## config.mk

```make
export PLATFORM = sky130hd
export DESIGN_NAME = hs_pipe
export DESIGN_NICKNAME = d
export VERILOG_FILES = /design/src/rtl/hs_pipe.sv
export SDC_FILE = /design/constraint.sdc
export NUM_CORES = 1
export LEC_CHECK = 0
export ABC_AREA = 1
export ABC_CLOCK_PERIOD_IN_PS = 2300
export CELL_PAD_IN_SITES_DETAIL_PLACEMENT = 1
export CELL_PAD_IN_SITES_GLOBAL_PLACEMENT = 1
export CORE_MARGIN = 2
export CORE_UTILIZATION = 44
export DETAILED_ROUTE_END_ITERATION = 6
export DONT_BUFFER_PORTS = 1
export GPL_TIMING_DRIVEN = 1
export MAX_ROUTING_LAYER = met4
export PLACE_DENSITY_LB_ADDON = 0.08
export RECOVER_POWER = 25
export REMOVE_ABC_BUFFERS = 1
export SYNTH_ARGS = -nofsm -noshare
export SYNTH_HDL_FRONTEND = slang
export SYNTH_SLANG_ARGS = --single-unit
export TNS_END_PERCENT = 100
```

## constraint.sdc

```tcl
create_clock -name clk -period 2.3 [get_ports clk]
set_clock_uncertainty 0.1 [all_clocks]
set_input_delay 0.345 -clock clk [delete_from_list [all_inputs] [get_ports clk]]
set_output_delay 0.345 -clock clk [all_outputs]
set_load 0.03 [all_outputs]
```

## src/rtl/hs_pipe.sv

```systemverilog
// Clocked four-phase req/ack FIFO pipeline: DEPTH-entry circular buffer plus an
// output register, with occupancy status and a synchronous flush.
module hs_pipe #(
  parameter int unsigned WIDTH = 3,
  parameter int unsigned DEPTH = 3,
  localparam int unsigned CW = $clog2(DEPTH + 1)
) (
  input  logic             clk,
  input  logic             rst_n,
  input  logic             req_in,
  input  logic [WIDTH-1:0] data_in,
  output logic             ack_in,
  output logic             req_out,
  output logic [WIDTH-1:0] data_out,
  input  logic             ack_out,
  input  logic             flush,
  output logic [CW-1:0]    count,
  output logic             full,
  output logic             empty
);

  localparam int unsigned PW = (DEPTH > 1) ? $clog2(DEPTH) : 1;

  typedef enum logic {
    IN_IDLE = 1'b0,
    IN_ACK  = 1'b1
  } in_state_e;

  typedef enum logic [1:0] {
    OUT_IDLE = 2'b00,
    OUT_REQ  = 2'b01,
    OUT_WAIT = 2'b10
  } out_state_e;

  in_state_e        in_state_q, in_state_d;
  out_state_e       out_state_q, out_state_d;
  logic [PW-1:0]    wr_ptr_q, wr_ptr_d;
  logic [PW-1:0]    rd_ptr_q, rd_ptr_d;
  logic [CW-1:0]    count_q, count_d;
  logic             full_q, full_d;
  logic             empty_q, empty_d;
  logic [WIDTH-1:0] data_out_q, data_out_d;
  logic [WIDTH-1:0] mem_q [DEPTH];
  logic             wr_req;
  logic             wr_en;
  logic             pop;

  function automatic logic [PW-1:0] ptr_inc(input logic [PW-1:0] p);
    ptr_inc = (p == PW'(DEPTH - 1)) ? '0 : p + PW'(1);
  endfunction

  // State registers
  always_ff @(posedge clk or negedge rst_n) begin
    if (!rst_n) begin
      in_state_q  <= IN_IDLE;
      out_state_q <= OUT_IDLE;
      wr_ptr_q    <= '0;
      rd_ptr_q    <= '0;
      count_q     <= '0;
      full_q      <= 1'b0;
      empty_q     <= 1'b1;
      data_out_q  <= '0;
    end else begin
      in_state_q  <= in_state_d;
      out_state_q <= out_state_d;
      wr_ptr_q    <= wr_ptr_d;
      rd_ptr_q    <= rd_ptr_d;
      count_q     <= count_d;
      full_q      <= full_d;
      empty_q     <= empty_d;
      data_out_q  <= data_out_d;
    end
  end

  // Buffer storage
  always_ff @(posedge clk or negedge rst_n) begin
    if (!rst_n) begin
      for (int i = 0; i < int'(DEPTH); i++) begin
        mem_q[i] <= '0;
      end
    end else if (wr_en) begin
      mem_q[wr_ptr_q] <= data_in;
    end
  end

  // Input FSM next state; full is the registered flag, so a slot freed this cycle is not reused until next
  always_comb begin
    in_state_d = in_state_q;
    wr_req     = 1'b0;
    case (in_state_q)
      IN_IDLE: begin
        if (req_in && !full_q) begin
          wr_req     = 1'b1;
          in_state_d = IN_ACK;
        end
      end
      IN_ACK: begin
        if (!req_in) begin
          in_state_d = IN_IDLE;
        end
      end
      default: in_state_d = IN_IDLE;
    endcase
  end

  // Output FSM next state; no pop on a flush cycle
  always_comb begin
    out_state_d = out_state_q;
    pop         = 1'b0;
    case (out_state_q)
      OUT_IDLE: begin
        if (!empty_q && !flush) begin
          pop         = 1'b1;
          out_state_d = OUT_REQ;
        end
      end
      OUT_REQ: begin
        if (ack_out) begin
          out_state_d = OUT_WAIT;
        end
      end
      OUT_WAIT: begin
        if (!ack_out) begin
          out_state_d = OUT_IDLE;
        end
      end
      default: out_state_d = OUT_IDLE;
    endcase
  end

  // Handshake outputs decoded from the state registers
  always_comb begin
    ack_in  = 1'b0;
    req_out = 1'b0;
    if (in_state_q == IN_ACK) begin
      ack_in = 1'b1;
    end
    if (out_state_q == OUT_REQ) begin
      req_out = 1'b1;
    end
  end

  // Pointers, occupancy and output register; a flushed write still completes its handshake
  always_comb begin
    wr_en      = wr_req && !flush;
    wr_ptr_d   = wr_ptr_q;
    rd_ptr_d   = rd_ptr_q;
    count_d    = count_q;
    data_out_d = data_out_q;
    if (pop) begin
      data_out_d = mem_q[rd_ptr_q];
    end
    if (flush) begin
      wr_ptr_d = '0;
      rd_ptr_d = '0;
      count_d  = '0;
    end else begin
      if (wr_en) begin
        wr_ptr_d = ptr_inc(wr_ptr_q);
      end
      if (pop) begin
        rd_ptr_d = ptr_inc(rd_ptr_q);
      end
      case ({wr_en, pop})
        2'b10:   count_d = count_q + CW'(1);
        2'b01:   count_d = count_q - CW'(1);
        default: count_d = count_q;
      endcase
    end
    full_d  = (count_d == CW'(DEPTH));
    empty_d = (count_d == '0);
  end

  assign data_out = data_out_q;
  assign count    = count_q;
  assign full     = full_q;
  assign empty    = empty_q;

endmodule
```

==> flow_metrics.py <==
metrics = {
    "sta": {
        "finalHoldViolations": 0,
        "maxSlewViolCount": 0,
        "rsz0062_at_grt": "no",
        "min_tclk_post_route_ns": 2.030,
        "slew_of_the_pin_with_the_lowest_slew_margin_ns": 1.025,
        "timing.final.crit_share_pct": 88.25,
        "setup_tns_ns": 0,
        "maxClockFrequency_mhz": 492.7,
        "final-setup-viol-count": 0,
        "worst_slack_ns": 0.2702,
        "hold_ws_ns": 0.04058,
        "max-slew-margin-rel_pct": 31.42,
    },
    "logic_synthesis": {
        "post_synth_inst_count": 123,
        "post_synth_instance_area_um2": 1047,
        "ys_types": 16,
        "synth-seq-cells": 23,
        "synthesis.yosys.warnings": 0,
        "ys_top_cells_by_area": "dfrtp_1 (53%), nand2_1 (15%), nand4_1 (6.0%), nand3_1 (5.7%), inv_1 (3.9%)",
        "synth.largest_area_cell": "dfrtp_1",
        "postSynthAreaPerCell_um2": 8.514,
        "synth_sequential_area_ratio_pct": 55.08,
        "area_share_of_the_largest_cell_type_after_synthesis_pct": 52.57,
    },
    "routing": {
        "totalWireLength_um": 2182,
        "route.detailed.drc": 0,
        "routed-via-count": 830,
        "drt_first_pass_iters": 4,
        "avgViaCountPerCell": 5.321,
        "wl_per_cell_um": 13.99,
        "detailedRoute.firstIterationViolations": 6,
        "final_antenna_net_count": 0,
    },
    "cts": {
        "cts_max_level": 1,
        "max-clock-path-buffers": 2,
        "cts.root.buffer_cell": "clkbuf_4",
        "clk-insertion-delay-late_ns": 0.32,
        "cts.sinks": 23,
        "tritoncts": "yes",
        "count_of_cells_resized_by_post_cts_repair": 0,
        "cts_inserted_buffers": 3,
        "clk_pin_slew_ns": 0.14,
    },
    "power_and_ir_drop": {
        "power.total_uw": 1135,
        "share_comb_of_total_power_pct": 24.3,
        "p_clk_share_pct": 17.3,
        "vdd.ir_drop.worst_v": 0.0005316,
        "netSwitchingFraction_pct": 40.43,
        "net-switching-power_uw": 458.9,
        "leakagePower_uw": 0.0005948,
        "seqPwrFrac_pct": 58.4,
        "power_density_nw_per_um2": 1012,
        "p_int_uw": 676.2,
    },
    "critical_path": {
        "setup.reg_to_reg.worst_slack_ns": 0.27,
        "cp.required_ns": 2.46,
        "critical_path.reg2reg.startpoint": "empty",
        "critical_path_arrival_ns": 2.19,
        "worstSetupEndpointType": "flip-flop",
        "worst_r2r_path_depth": 9,
        "worst_r2r_endpoint": "full",
        "critPathMaxFanout": 8,
        "worstSetupPathType": "reg -> reg",
        "critical_path.startpoint": "empty",
        "cp-start-kind": "flip-flop",
    },
    "hold_path": {
        "hold_path_startpoint": "req_in",
        "end_point_of_the_most_critical_hold_path": "in_state_q",
        "hold_path_depth": 2,
        "hold_path_class": "in -> reg",
    },
    "grt": {
        "grt_antenna_before_repair": 0,
        "grt_pass1_wl_um": 3953,
        "globalRouteOverflowTotal": 0,
        "via_count_of_the_first_global_routing_pass": 874,
        "grt_util_all_layers_pct": 20.62,
        "grt_start_max_net_pins": 24,
    },
    "place": {
        "gp_congestion": 0.7949,
        "placed_cells": 150,
        "numPortBuffers": 0,
        "dp_hpwl_um": 1645,
        "pre_cts_setup_slack_ns": 0.3189,
    },
    "run": {
        "max_cap_viol_count": 0,
    },
    "die": {
        "dieArea_um2": 2786,
        "initial_utilization_pct": 46.89,
        "die_height_um": 52.79,
        "top_level_ports": 17,
        "rows": 17,
        "die_width_um": 52.79,
        "core_area_um2": 2233,
    },
    "final_layout": {
        "area_delta_synth_final_pct": 7.049,
        "final_net_count": 138,
        "fillCellCount": 277,
        "antenna-diode-count": 0,
        "fraction_of_layout_cells_with_a_size_suffix_above_1_pct": 8.594,
        "cell_count_final_fillers_out": 156,
    },
    "status": {
        "outcome": "finished clean",
    },
}
==> cell families (layout without fill, tap and decap cells) <==
family | after synthesis | after routing | synth area share, %
AND/OR/NAND/NOR | 75 | 75 | 33.21
flip-flops | 23 | 23 | 55.08
buffers and inverters | 16 | 21 | 6.451
AO/OA/AOI/OAI | 8 | 8 | 4.062
adder cells (fa/ha/maj) | 1 | 1 | 1.195
==> cells in the mapped netlist <==
master / n
nand2_1: 42
buf_6: 1
nand2_2: 1
inv_1: 11
nand4_1: 10
nor2_4: 1
nor2_1: 8
dfstp_2: 1
inv_2: 4
nand3b_4: 1
a21oi_1: 4
o21ai_0: 3
dfrtp_1: 22
nand3_1: 12
o31ai_1: 1
ha_1: 1
==> power groups by stage <==
stage / clock network [uW] / registers, uW / logic [uW]
after floorplan: 0 / 650 / 219
after global placement: 0 / 670 / 257
after detailed placement: 0 / 676 / 268
after CTS: 203 / 666 / 280
after global routing: 220 / 678 / 332
final: 196 / 663 / 276
==> per-layer routing <==
metal / part of all wire, % / up-vias / global-route usage, %
li1: - / 413 / -
met3: 5.2 / 2 / 7.143
met2: 48 / 14 / 32.08
met4: 1.3 / 0 / 6.410
met1: 45 / 401 / 25.27
met5: 0 / - / -
==> worst max path at each step <==
| stage | endpoint | slack (ns) | depth (start not counted) |
|---|---|---|---|
| floorplan | empty | 0.52 | 10 |
| global placement | count[1] | 0.43 | 8 |
| detailed placement | empty | 0.32 | 11 |
| CTS | full | 0.29 | 10 |
| global route | empty | 0.11 | 10 |
| finish | full | 0.27 | 9 |
==> cells in the final DEF (no fill, tap or decap) <==
| cell type | synthesis | routed |
|---|---|---|
| dlygate4sd3_1 | 0 | 2 |
| inv_2 | 4 | 4 |
| nand2_2 | 1 | 1 |
| dfrtp_1 | 22 | 22 |
| dfstp_1 | 0 | 1 |
| clkbuf_4 | 0 | 3 |
| nand3b_4 | 1 | 1 |
| inv_1 | 11 | 11 |
| nor2_4 | 1 | 1 |
| ha_1 | 1 | 1 |
| nor2_1 | 8 | 8 |
| nand3_1 | 12 | 12 |
| a21oi_1 | 4 | 4 |
| o31ai_1 | 1 | 1 |
| o21ai_0 | 3 | 3 |
| nand4_1 | 10 | 10 |
| clkinvlp_4 | 0 | 1 |
| nand2_1 | 42 | 42 |
==> timing repair <==
item | 4_1_cts | 5_1_grt
setup buffers | 0 | 0
hold buffers | 2 | 0
hold endpoints to repair | 24 | 0
==> state kept, by name, summed over array words and instances (netlist names) <==
register	flops
mem_q	9
data_out	3
count	2
out_state_q	2
rd_ptr_q	2
wr_ptr_q	2
empty	1
full	1
in_state_q	1
==> worst max-delay path: stages, from the launching register on <==
cell and delay [ns]:
dfstp_1 0.73, nor2_1 0.09, nand2_2 0.16, inv_2 0.09, ha_1 0.31, inv_1 0.11
nand3_1 0.09, nand2_1 0.06, nand3_1 0.10, nor2_1 0.12
==> layout make-up <==
class,count,area (um2),area share [%]
Tap cell,28,35.03,3.125
Multi-Input combinational cell,84,402.9,35.94
Timing Repair Buffer,2,20.02,1.786
Clock inverter,1,7.507,0.6696
Sequential cell,23,576.8,51.45
Clock buffer,3,22.52,2.009
Inverter,15,56.30,5.022
==> per-stage QoR <==
step                util [%]  instance area, um2
detailed placement     47.96                1071
floorplan                  -                1036
CTS                    50.20                1121
finish                 50.20                1121
global placement       47.96                1071
global route           50.20                1121
Power figures use the tool's default switching activity.
